[config.mk]
export PLATFORM = sky130hd
export DESIGN_NAME = uart_tx_queue
export DESIGN_NICKNAME = d
export VERILOG_FILES = /design/src/rtl/uart_tx_queue.sv
export SDC_FILE = /design/constraint.sdc
export NUM_CORES = 1
export LEC_CHECK = 0
export CORE_MARGIN = 5
export CORE_UTILIZATION = 25
export DETAILED_ROUTE_END_ITERATION = 16
export SYNTH_ARGS = -nofsm -noshare
export SYNTH_HDL_FRONTEND = slang
export SYNTH_SLANG_ARGS = --single-unit
[constraint.sdc]
create_clock -name clk -period 2.9 [get_ports clk]
set_input_delay 0.58 -clock clk [delete_from_list [all_inputs] [get_ports clk]]
set_output_delay 0.58 -clock clk [all_outputs]
set_load 0.005 [all_outputs]
[src/rtl/uart_tx_queue.sv]
// rtl/uart_tx_queue.sv - byte FIFO and one-pulse-per-byte launch sequencer feeding a UART transmitter
// Optional flush port and logic enabled by defining UART_TXQ_FLUSH_EN.
module uart_tx_queue #(
  parameter int  DEPTH = 16,
  localparam int AW    = $clog2(DEPTH)
) (
  input  logic          clk,
  input  logic          rst,
  input  logic          in_valid,
  input  logic [7:0]    in_data,
  output logic          in_ready,
  output logic          tx_start,
  output logic [7:0]    tx_data,
  input  logic          tx_busy,
`ifdef UART_TXQ_FLUSH_EN
  input  logic          flush,
`endif
  output logic [AW:0]   level,
  output logic          empty,
  output logic          full
);

  localparam logic [1:0] S_IDLE      = 2'd0;
  localparam logic [1:0] S_WAIT_BUSY = 2'd1;
  localparam logic [1:0] S_WAIT_DONE = 2'd2;

  logic [7:0]    mem_q [DEPTH];
  logic [AW-1:0] wr_ptr_q, wr_ptr_d;
  logic [AW-1:0] rd_ptr_q, rd_ptr_d;
  logic [AW:0]   level_q, level_d;
  logic [1:0]    state_q, state_d;
  logic          tx_start_q, tx_start_d;
  logic [7:0]    tx_data_q, tx_data_d;
  logic          flush_w;
  logic          push;
  logic          pop;

`ifdef UART_TXQ_FLUSH_EN
  assign flush_w = flush;
`else
  assign flush_w = 1'b0;
`endif

  assign full     = (level_q == (AW+1)'(DEPTH));
  assign empty    = (level_q == '0);
  assign in_ready = !full && !flush_w;
  assign push     = in_valid && in_ready;
  // A flush on the decision edge suppresses the launch entirely.
  assign pop      = (state_q == S_IDLE) && !empty && !tx_busy && !flush_w;

  assign level    = level_q;
  assign tx_start = tx_start_q;
  assign tx_data  = tx_data_q;

  always_comb begin
    wr_ptr_d = push ? wr_ptr_q + AW'(1) : wr_ptr_q;
    rd_ptr_d = pop  ? rd_ptr_q + AW'(1) : rd_ptr_q;
    level_d  = level_q;
    case ({push, pop})
      2'b10:   level_d = level_q + (AW+1)'(1);
      2'b01:   level_d = level_q - (AW+1)'(1);
      default: level_d = level_q;
    endcase
    if (flush_w) begin
      rd_ptr_d = wr_ptr_q;
      level_d  = '0;
    end
  end

  always_comb begin
    state_d    = state_q;
    tx_start_d = pop;
    tx_data_d  = pop ? mem_q[rd_ptr_q] : tx_data_q;
    case (state_q)
      S_IDLE:      if (pop)      state_d = S_WAIT_BUSY;
      S_WAIT_BUSY: if (tx_busy)  state_d = S_WAIT_DONE;
      S_WAIT_DONE: if (!tx_busy) state_d = S_IDLE;
      default:                   state_d = S_IDLE;
    endcase
  end

  always_ff @(posedge clk) begin
    if (push) mem_q[wr_ptr_q] <= in_data;
  end

  always_ff @(posedge clk) begin
    if (rst) begin
      wr_ptr_q   <= '0;
      rd_ptr_q   <= '0;
      level_q    <= '0;
      state_q    <= S_IDLE;
      tx_start_q <= 1'b0;
      tx_data_q  <= 8'h00;
    end else begin
      wr_ptr_q   <= wr_ptr_d;
      rd_ptr_q   <= rd_ptr_d;
      level_q    <= level_d;
      state_q    <= state_d;
      tx_start_q <= tx_start_d;
      tx_data_q  <= tx_data_d;
    end
  end

endmodule

# == Word-level counts from Yosys, hierarchy flattened ==
# Memories as Yosys holds them, arrays and structs flattened. A register that Yosys moved wholly into a read port is not among the register bits.
# Cells that the tools add are included.
# word_totals
input_bits,12
out_inout_bits,17
ramBits,128
memories,1
register_bits,16
# mem_list
name,depth,width,rd,rd_clocked_by_memory_dff,write_ports,line_no,text
mem_q,16,8,1,1,1,27,logic [7:0] mem_q [DEPTH];
# op_classes
eq_ne,8
n_addsub,4
reduce_logical,10
n_mux,7
# ops
cell,n
$pmux 5 s2,1
$add 4x1->4 const B,2
$mux 2,3
$ne 2x2->1 const B,3
$pmux 2 s3,1
$add 5x1->5 const B,1
$eq 5x5->1 const B,1
$logic_not 5->1,1
$sub 5x1->5 const B,1
$eq 2x1->1 const B,2
$eq 2x2->1 const B,2
$logic_and 1x1->1,3
$logic_not 1->1,3
$reduce_and 3->1,1
$logic_not 2->1,1
$mux 1,2
$reduce_bool 2->1,1

# == Logic depth before layout (Yosys ltp) ==
# Gate-level depths: netlist of run 1.
# logic_depth
word_depth,6
ltp_mapped,10

# == Worst setup path before layout of run 1 ==
# Ideal clock, no wire load.
# synth_path
kind,in2reg
start,input tx_busy
end,register level_q[4] (netlist: level[4])
setup_ns,0.121
arrival_ns,2.752
cell_stages,9
required_ns,2.779
slack_ns,0.027
path_cell_list,nor3_1 a21boi_0 clkbuf_1 ha_1 ha_1 a21o_1 a21oi_1 mux2i_1 mux2_2
# synth_between
elab_chain_len,4
# synth_lines
item,line_no,text
from (decl),14,"input logic tx_busy,"
$logic_not 1->1 *,-,
$logic_and 1x1->1 *,49,assign pop = (state_q == S_IDLE) && !empty && !tx_busy && !flush_w;
named net pop,36,logic pop;
$eq 2x1->1 or $eq 2x2->1 (tied branches),59,"case ({push, pop})"
$pmux 5 s2 or $reduce_bool 2->1 (tied branches),-,
to (signal assigned),97,level_q <= level_d;
to (decl),30,"logic [AW:0] level_q, level_d;"
# The timed path passes the listed nets; every way through them passes the cells marked *.
# A chain may end at the register's enable or synchronous reset.

# == Worst setup path in the final report of run 1 ==
# layout_path
start,register level_q[1] (netlist: level[1])
end,register level_q[4] (netlist: level[4])
# layout_between
elab_chain_len,6
# layout_lines
item,line_no,text
$logic_not 5->1,45,assign empty = (level_q == '0);
$logic_not 1->1,49,
$logic_and 1x1->1 (2 in series),49,
$eq 2x1->1 or $eq 2x2->1 (tied branches),59,
$pmux 5 s2 or $reduce_bool 2->1 (tied branches),-,
# Parallel ways exist; a longest one is shown, timed or not.

==> results of run 1 <==
synthesized netlist by cell type (2+ instances only):
cell type | instances | area [sq um]
edfxtp_1 | 128 | 3840
mux2i_1 | 48 | 480
nor2_1 | 38 | 143
dfxtp_1 | 24 | 480
o22ai_1 | 22 | 138
clkbuf_1 | 10 | 37.5
buf_2 | 9 | 45.0
ha_1 | 9 | 113
mux4_1 | 9 | 236
a211oi_1 | 6 | 45.0
nor3_1 | 6 | 30.0
xor2_1 | 6 | 52.6
a2111oi_0 | 5 | 43.8
inv_1 | 5 | 18.8
nand2_1 | 5 | 18.8
nor2b_1 | 4 | 25.0
xnor2_1 | 4 | 35.0
a21oi_1 | 3 | 15.0
nand3b_1 | 3 | 22.5
o211ai_1 | 3 | 22.5
a21o_1 | 2 | 15.0
a22oi_1 | 2 | 15.0
a311oi_1 | 2 | 17.5
buf_1 | 2 | 7.51
nand2b_1 | 2 | 12.5
nor4_1 | 2 | 12.5
timing repair:
| action | 4_1_cts | 5_1_grt |
|---|---|---|
| endpoints found under the hold margin | 0 | 0 |
| resized for setup | 0 | 1 |
| setup endpoints to repair | 0 | 1 |
stage by stage:
| step | TNS [ns] | std cells | instance area, sq um |
|---|---|---|---|
| 6_report | 0 | 768 | 7510 |
| 4_1_cts | 0 | 768 | 7510 |
| 3_5_place_dp | -0.129 | 736 | 6920 |
| 5_1_grt | 0 | 768 | 7510 |
| 3_3_place_gp | -0.110 | 736 | 6920 |
| 2_1_floorplan | 0 | 377 | 6110 |
area by class of cell:
cell class | count | area [sq um]
clock inverter | 11 | 119
tap | 324 | 405
inverter | 5 | 18.8
fill | 2352 | 16700
sequential | 152 | 4330
timing repair buffer | 58 | 518
clock buffer | 21 | 470
multi-input combinational | 197 | 1650
state kept, by name (all words and copies together) (netlist names):
signal and count:
level 5, tx_data 8, rd_ptr_q 4, tx_start 1, state_q 2, mem_q 128, wr_ptr_q 4
worst register-to-register path: cells and delay by family, from the launching register on:
family                     cells  cell delay [ns]
and+or+nand+nor                1             0.50
AOI/OAI and AO/OA              3             0.49
adders and majority gates      2             0.65
muxes                          2             0.56
DFF                            1             0.38
final timing paths:
path | from | end | slack, ns | depth (start not counted)
worst max-delay path | level[1]$_SDFFE_PP0P_ | level[4]$_SDFFE_PP0P_ | 0.21 | 8
worst min register to register | state_q[1]$_SDFFE_PP0P_ | state_q[0]$_SDFFE_PP0P_ | 0.48 | 1
worst max register to register | level[1]$_SDFFE_PP0P_ | level[4]$_SDFFE_PP0P_ | 0.21 | 8
worst min-delay path | state_q[1]$_SDFFE_PP0P_ | state_q[0]$_SDFFE_PP0P_ | 0.48 | 1
placed cells by master, fill, tap and decap left out, types with 3 or more instances in the layout:
cell type,synthesis,routed
nor2_1,38,38
nor2b_1,4,4
clkdlybuf4s50_1,0,28
dfxtp_1,24,23
nand2_1,5,5
inv_1,5,5
clkbuf_8,0,3
edfxtp_1,128,128
clkinv_2,0,3
xor2_1,6,6
o211ai_1,3,3
a211oi_1,6,6
a2111oi_0,5,5
a21oi_1,3,3
clkinvlp_4,0,3
mux2i_1,48,48
xnor2_1,4,4
nor3_1,6,6
ha_1,9,9
buf_4,0,29
nand3b_1,3,3
o22ai_1,22,22
mux4_1,9,9
clkbuf_16,0,17
power groups by stage:
stage               logic (W)  clock network, W  registers (W)
finish                0.00109           0.00217        0.00264
detailed placement    0.00109                 0        0.00268
floorplan            0.000606                 0        0.00265
global route          0.00119           0.00232        0.00265
CTS                   0.00109           0.00221        0.00264
global placement      0.00106                 0        0.00267
routing by layer:
layer,vias up,part of all wire,track usage
li1,1581,-,-
met1,1747,0.46,0.132
met2,111,0.46,0.143
met3,7,0.069,0.0321
met4,0,0.0059,0.0309
met5,-,0,0
cells by family (layout without fill, tap and decap cells):
family,after synthesis,in the layout,share of synthesized area
flops,152,152,0.708
simple gates,68,68,0.0526
mux,59,59,0.123
compound gates,50,50,0.0584
buf+inv,28,95,0.0221
fa+ha+maj,10,10,0.0217
xor+xnor,10,10,0.0143
==> results.toml, run 1 <==
[run_status]
outcome = "completed"

[worst_setup_path]
worst-endpoint-required_ns = 3.21
cp_top_family = "adder cells"
setup.worst_path.end_class = "flop"
critPathKind = "reg2reg"
critical_path_buf_inv_count = 0
cpPeakStageDelay_ns = 0.49
worst_ep_arrival_time_ns = 2.99
worst_setup_path_start_kind = "flop"
crit_path_top_delay_cell = "nor4_1"
critical_path.cell_chain = "nor4_1 > a21boi_1 > ha_1 > fa_1 > a21o_1 > a21oi_1 > mux2i_1 > mux2_2"
critical_path.max_fanout = 6

[synth]
synth_area_sq_mm = 0.00611
synthDistinctLibCells = 44
synth_cells = 377
synth_edf_count = 128
synth.net_count = 399
dominantRegCellSynth = "edfxtp_1"
share_of_flip_flops_with_an_asynchronous_set_or_reset = 0
yosys_register_bits = 152
synth_area_per_cell_sq_um = 16.2
synth_warnings = 0
synth_seq_area_share = 0.708

[finish]
layout.core_utilization = 0.311
area.growth.synth_to_final_pct = 22.9
post_route_cells_drive_above_1_share = 0.151
num-nets-final = 453
diodes = 0

[timing]
max-slew-margin-rel = 0.478
fin_ws_ns = 0.212
grt_setup_unrepaired = "no"
timing.final.hold_violations = 0
worst_clock_skew_ns = 0.00751
finalSetupViolations = 0
min_period_over_period = 0.927
hold_ws_ns = 0.481
fin_crit_ns = 2.69
tightestPinTransition_ns = 0.763
report.final.slew_viol_count = 0
fmax_mhz = 372

[clock_network]
clock_latency_ns = 0.42
ctsRootBufferMaster = "clkbuf_16"
postCtsSetupBuffers = 0
cts_inserted_buffers = 17
worst_setup_hold_path_clk_slew_ns = 0.06
clk_path_buf_depth = 2
cts_sinks = 152
cts-hold-fix-buffers = 0
cts_tree = "yes"
cts.htree.levels = 4

[detailed_routing]
vias = 3446
post_drt_wl_per_cell_microns = 17.1
ant_nets = 0
drt_pre_antenna_iters = 5
detail_route.wirelength_microns = 13100
drt-initial-drc-count = 298
vias_per_cell = 4.49
detail_route.drc_violations = 0

[grt]
grt_start_max_net_pins = 33
antenna_violations_before_repair = 0
grt_remaining_overflow = 0
grt_pass1_wl_microns = 20100
grt_usage = 0.0959
first_global_vias = 3383

[pwr]
power_density_mw_per_mm2 = 784
static-leakage-power_nw = 2.42
ir_drop_v = 0.000353
seq_power_share = 0.448
power.combinational.fraction = 0.185
switching_power_w = 0.00150
fin_total_pwr_w = 0.00589
power.share.clock = 0.368
sw_frac_of_total = 0.255
intPower_w = 0.00439

[floorplan]
die_boundary_width_microns = 166
die_y_microns = 166
fp-row-count = 57
top_level_ports = 29
area_enclosed_by_the_die_boundary_sq_mm = 0.0277
core_sq_mm = 0.0242
floorplan.initialDensity = 0.253

[run]
timing.max_cap.violations = 0

[placement]
io_buffer_count = 28
dp_hpwl_microns = 8810
worst_slack_after_detailed_placement_ns = -0.129
gp_routability_congestion = 0.818

[worst_hold_path]
hold_path_class = "reg2reg"
Power figures use the tool's default switching activity.
==> run 2: changes to the inputs <==
--- a/config.mk
+++ b/config.mk
@@ -8,6 +8,7 @@
 export CORE_MARGIN = 5
 export CORE_UTILIZATION = 25
 export DETAILED_ROUTE_END_ITERATION = 16
+export PLACE_DENSITY = 0.44
 export SYNTH_ARGS = -nofsm -noshare
 export SYNTH_HDL_FRONTEND = slang
 export SYNTH_SLANG_ARGS = --single-unit
==> results.toml, run 2 (same netlist as run 1, synthesis figures left out) <==
[run_status]
outcome = "completed"

[pwr]
switching_power_w = 0.00149
static-leakage-power_nw = 2.46
power.combinational.fraction = 0.191
power_density_mw_per_mm2 = 782
intPower_w = 0.00442
power.share.clock = 0.367
ir_drop_v = 0.000390
seq_power_share = 0.443
sw_frac_of_total = 0.252

[placement]
instance_count_after_placement_with_tap_cells_included = 744
worst_slack_after_detailed_placement_ns = -0.125
gp_routability_congestion = 0.724
io_buffer_count = 28
dp_hpwl_microns = 9410
placement.cell_area_sq_mm = 0.00699

[worst_setup_path]
cpPeakStageDelay_ns = 0.66
worst_setup_path_start_kind = "flop"
critPathKind = "reg2out"
crit-reg2reg-capture = "level[4]$_SDFFE_PP0P_"
critical_path.cell_chain = "buf_4 > or4_1 > nor2_1 > clkdlybuf4s50_1"
cp_num_cells = 4
critical_path.max_fanout = 6
worst-endpoint-required_ns = 2.32
setup.worst_path.end_class = "primary output"
cp_top_family = "simple AND/OR/NAND/NOR gates"
worst_setup_path_startpoint = "level[0]$_SDFFE_PP0P_"
critical_path_buf_inv_count = 2
worst_setup_path_endpoint = "empty"
worst-r2r-cell-count = 8
worst_ep_arrival_time_ns = 2.17
crit_path_top_delay_cell = "or4_1"
r2r_start = "level[2]$_SDFFE_PP0P_"
register_to_register_path_setup_slack_ns = 0.25

[timing]
finalSetupViolations = 0
tightestPinTransition_ns = 0.882
worst_clock_skew_ns = 0.0179
report.final.slew_viol_count = 0
fin_ws_ns = 0.145
min_period_over_period = 0.950
timing.final.hold_violations = 0
fin_crit_ns = 2.75
grt_setup_unrepaired = "no"
max-slew-margin-rel = 0.397
fmax_mhz = 363

[worst_hold_path]
hold_path_depth = 1
hold_path_class = "reg2reg"

[finish]
area.growth.synth_to_final_pct = 23.9
design_area_sq_mm = 0.00757
largest_register_ffs = 128
num-nets-final = 461
largest_register = "mem_q"
post_route_cells_drive_above_1_share = 0.159
mostFrequentLayoutCell = "edfxtp_1"
finalNonFillerCells = 776
layout_common_cells = "128 x edfxtp_1, 48 x mux2i_1, 38 x nor2_1, 36 x buf_4, 28 x clkdlybuf4s50_1"
diodes = 0

[clock_network]
cts-hold-fix-buffers = 0
postCtsSetupBuffers = 0
clk_path_buf_depth = 2
ctsRootBufferMaster = "clkbuf_16"
worst_setup_hold_path_clk_slew_ns = 0.06
cts_tree = "yes"
post_cts_resize_count = 0
clock_latency_ns = 0.42
cts.htree.levels = 4
cts_inserted_buffers = 17
cts_sinks = 152

[grt]
grt_pass1_wl_microns = 21500
grt_remaining_overflow = 0
first_global_vias = 3514
grt_usage = 0.104
grt_start_max_net_pins = 27
antenna_violations_before_repair = 0

[detailed_routing]
drt_pre_antenna_iters = 4
vias = 3341
detail_route.wirelength_microns = 14000
detail_route.drc_violations = 0
drt-initial-drc-count = 237
post_drt_wl_per_cell_microns = 18.0
vias_per_cell = 4.31
ant_nets = 0

[floorplan]
fp-row-count = 57
core_sq_mm = 0.0242
die_y_microns = 166
floorplan.initialDensity = 0.253
area_enclosed_by_the_die_boundary_sq_mm = 0.0277
top_level_ports = 29
die_boundary_width_microns = 166

[run]
timing.max_cap.violations = 0
## run 2: changes by cell type in the layout (fill, tap and decap cells not counted)
cell,change
clkbuf_1,+3
or4_1,+1
or4_4,-1
clkinv_4,+1
clkinvlp_4,-1
buf_4,+7
inv_6,-2
buf_12,+1
clkinv_1,-1
## run 2: power groups by stage
stage	Clock, W	Sequential (W)	Combinational [W]
after floorplan	0	0.00265	0.000606
after global placement	0	0.00266	0.00113
after detailed placement	0	0.00267	0.00115
after CTS	0.00221	0.00262	0.00115
after global routing	0.00230	0.00264	0.00124
final	0.00217	0.00262	0.00113
## run 2: layer usage
metal  share of wire  vias to the layer above  wire length [microns]  global-route usage
li1                -                     1597                      -                   -
met1            0.48                     1672                   6660               0.140
met2            0.48                       61                   6740               0.168
met3           0.030                       11                    427              0.0221
met4           0.013                        0                    179              0.0363
met5               0                        -                      0                   0
## run 2: cell type report
cell class | count | area, sq um
clock inverter | 8 | 98.8
tap | 324 | 405
fill | 2356 | 16600
multi-input combinational | 197 | 1650
timing repair buffer | 66 | 591
inverter | 5 | 18.8
clock buffer | 24 | 482
sequential | 152 | 4330
## run 2: worst min path at each step
stage,startpoint,end
after floorplan,state_q[1]$_SDFFE_PP0P_,state_q[0]$_SDFFE_PP0P_
after global placement,state_q[1]$_SDFFE_PP0P_,state_q[0]$_SDFFE_PP0P_
after detailed placement,state_q[1]$_SDFFE_PP0P_,state_q[0]$_SDFFE_PP0P_
after CTS,state_q[1]$_SDFFE_PP0P_,state_q[0]$_SDFFE_PP0P_
after global routing,tx_data[5]$_SDFFE_PP0P_,tx_data[5]$_SDFFE_PP0P_
final,state_q[1]$_SDFFE_PP0P_,state_q[0]$_SDFFE_PP0P_
## run 2: worst reg2reg max path: stages, from the launching register on
cell and delay (ns):
dfxtp_1 0.35, nor4_1 0.46, a21boi_1 0.17, ha_1 0.25
fa_1 0.40, a21o_1 0.17, a21oi_1 0.17, mux2i_1 0.21
mux2_2 0.34
## run 2: through the flow
stage                util  power [W]  setup TNS, ns  hold slack [ns]
floorplan               -    0.00325              0            0.444
global placement    0.289    0.00379         -0.115            0.464
detailed placement  0.289    0.00382         -0.125            0.493
CTS                 0.313    0.00599              0            0.500
global route        0.313    0.00619              0            0.518
finish              0.313    0.00592              0            0.491
==> RTL edit (flow settings as in run 1) <==
Build with the macro `UART_TXQ_FLUSH_EN` defined.
--- a/src/rtl/uart_tx_queue.sv
+++ b/src/rtl/uart_tx_queue.sv
@@ -2,2 +2,4 @@
 // Optional flush port and logic enabled by defining UART_TXQ_FLUSH_EN.
+`define UART_TXQ_FLUSH_EN
+
 module uart_tx_queue #(
Interface: changed (added flush); port bits go from 29 to 30. No check against the original RTL was run, so the function may have changed too.
==> RTL edit against run 1 <==
Synthesized area rose by 0.68%; non-clock buffer count did not move; worst setup slack improved by 0.0059 ns; sequential cell count did not move; register-to-register slack improved by 0.11 ns; critical path type is now reg2out; worst hold slack improved by 0.019 ns; wire length fell by 0.42%; synthesized cell count fell by 0.27%; design area rose by 1.5%.
Power is not compared: it rests on default switching activity, and its combinational part moved more than twofold at a synthesized area within 25%.
==> RTL edit: results (changes against run 1) <==
[run_status]
run_status = finished clean

[clocking]
cts-root-buf = clkbuf_16
numCtsBuffers = 17  ; unchanged
clk_pin_slew_ns = 0.06  ; about the same
clock_path_buffers = 2  ; unchanged
cts_htree_levels = 4  ; unchanged

[worst_setup_path]
timing.rr.end = level[4]$_SDFFE_PP0P_
r2r_setup_slack_ns = 0.32  ; +0.11 ns
arrival_ns = 2.10  ; -0.89 ns
slowest_delay_ns = 0.59  ; +0.10 ns
cp_slowest_cell = or4_4
endpoint = full
critPathLaunch = level[0]$_SDFFE_PP0P_

[power_and_ir_drop]
p_leak_nw = 2.445
ir_drop_v = 0.0004972

[drt]
drt_pass1_iterations = 4  ; -1
vias = 3375  ; -2.1%
wl_per_cell_um = 16.97  ; -0.68%
first_iter_violations = 229  ; -23%
via_per_inst = 4.383  ; -2.3%

[synth]
synth-async-reset-ratio_pct = 0  ; unchanged
syn_inst = 376  ; -0.27%
yosysUniqueCellTypes = 39  ; -11%
synth_top_cells_by_count = 128 x edfxtp_1, 37 x mux2i_1, 34 x nor2_1, 24 x dfxtp_1
synth.area.top_cells = edfxtp_1 63%, dfxtp_1 7.8%, mux2i_1 6.0%, mux4_2 5.9%, nor2_1 2.1%
ys_seq_area_share_pct = 70.32  ; -0.48 points
ys_warn_count = 0  ; unchanged

[layout]
layout-drive-gt1-share_pct = 18.61  ; +3.5 points
num-fill-cells = 2389  ; +1.6%
final_nets = 456  ; +0.66%

[place]
pre_cts_ws_ns = -0.1267  ; +0.001919 ns
dp_hpwl_mm = 9.020  ; +2.4%
io_buffers = 29  ; +3.6%
placedCellCount = 738  ; +0.27%
place.gp.congestion = 0.7785  ; -4.8%

[global_routing]
grt_pass1_wl_mm = 20.93  ; +4.0%
grt_max_degree = 51  ; +55%
antenna_found_initial = 1  ; +1
grt_pass1_vias = 3640  ; +7.6%
grt_usage_pct = 9.710  ; +0.12 points

[timing]
worst_pin_slew_ns = 0.7218  ; -0.04155 ns
layout_setup_ws_ns = 0.2176  ; +0.005903 ns
final.setup_skew_ns = 0.006154  ; -0.001351 ns

RTL edit: cell count changes after synthesis, moves of 4 or more:
cell	run 1	this run
mux4_1	9	0
o22ai_1	22	16
nand2_1	5	14
clkbuf_1	10	6
mux2i_1	48	37
a311oi_1	2	7
mux4_2	1	16
nor2_1	38	34
a211oi_1	6	13
a2111oi_0	5	1
RTL edit: worst min path at each step:
stage	cells past startpoint	slack (ns)	startpoint	to
floorplan	1	0.48	state_q[0]$_SDFFE_PP0P_	state_q[0]$_SDFFE_PP0P_
global placement	2	0.49	tx_data[0]$_SDFFE_PP0P_	tx_data[0]$_SDFFE_PP0P_
detailed placement	2	0.50	tx_data[2]$_SDFFE_PP0P_	tx_data[2]$_SDFFE_PP0P_
CTS	2	0.51	tx_data[2]$_SDFFE_PP0P_	tx_data[2]$_SDFFE_PP0P_
global route	2	0.52	tx_data[2]$_SDFFE_PP0P_	tx_data[2]$_SDFFE_PP0P_
finish	2	0.50	tx_data[0]$_SDFFE_PP0P_	tx_data[0]$_SDFFE_PP0P_
RTL edit: layer usage:
layer  global-route usage (%)  wire (um)  up-vias
li1                         -          -     1584
met1                    12.47       5801     1718
met2                    15.74       6563       53
met3                    2.299        438       18
met4                    4.127        252        2
met5                        0         13        -
RTL edit: stage by stage:
step / instance area [sq um] / total power, mW / setup TNS (ns)
floorplan: 6150 / 2.590 / 0
global placement: 6977 / 2.701 / -0.06422
detailed placement: 6977 / 2.708 / -0.2409
CTS: 7625 / 5.108 / 0
global route: 7625 / 5.234 / 0
finish: 7625 / 5.060 / 0
RTL edit: worst max-delay path: cells and delay by family (launching register included):
family        cells  cell delay (ns)
flops             1             0.40
simple gates      2             0.74
buf+inv           1             0.54
RTL edit: final cells by class:
type | instances | area (sq um) | share of cell area, %
inverters | 7 | 26.28 | 0.3446
flip-flops and latches | 152 | 4325 | 56.73
well taps | 324 | 405.4 | 5.317
multi-input cells | 197 | 1699 | 22.28
clock inverters | 14 | 219.0 | 2.872
repair buffers | 58 | 520.5 | 6.826
clock buffers | 18 | 429.2 | 5.628
RTL edit: kinds of logic after synthesis:
| group | Yosys count | share of synthesized area, % |
|---|---|---|
| DFF | 152 | 70.32 |
| adders and majority gates | 10 | 2.157 |
| AOI/OAI and AO/OA | 51 | 6.450 |
| xor gates and xnor gates | 10 | 1.424 |
| buffers and inverters | 27 | 2.055 |
| muxes | 53 | 11.88 |
| and+or+nand+nor | 73 | 5.717 |
RTL edit: power by group through the flow:
stage | clock network [mW] | logic, mW | registers [mW]
final | 2.40 | 0.253 | 2.40
after global routing | 2.55 | 0.276 | 2.41
after CTS | 2.45 | 0.258 | 2.41
after detailed placement | 0 | 0.257 | 2.45
after global placement | 0 | 0.251 | 2.45
after floorplan | 0 | 0.149 | 2.44
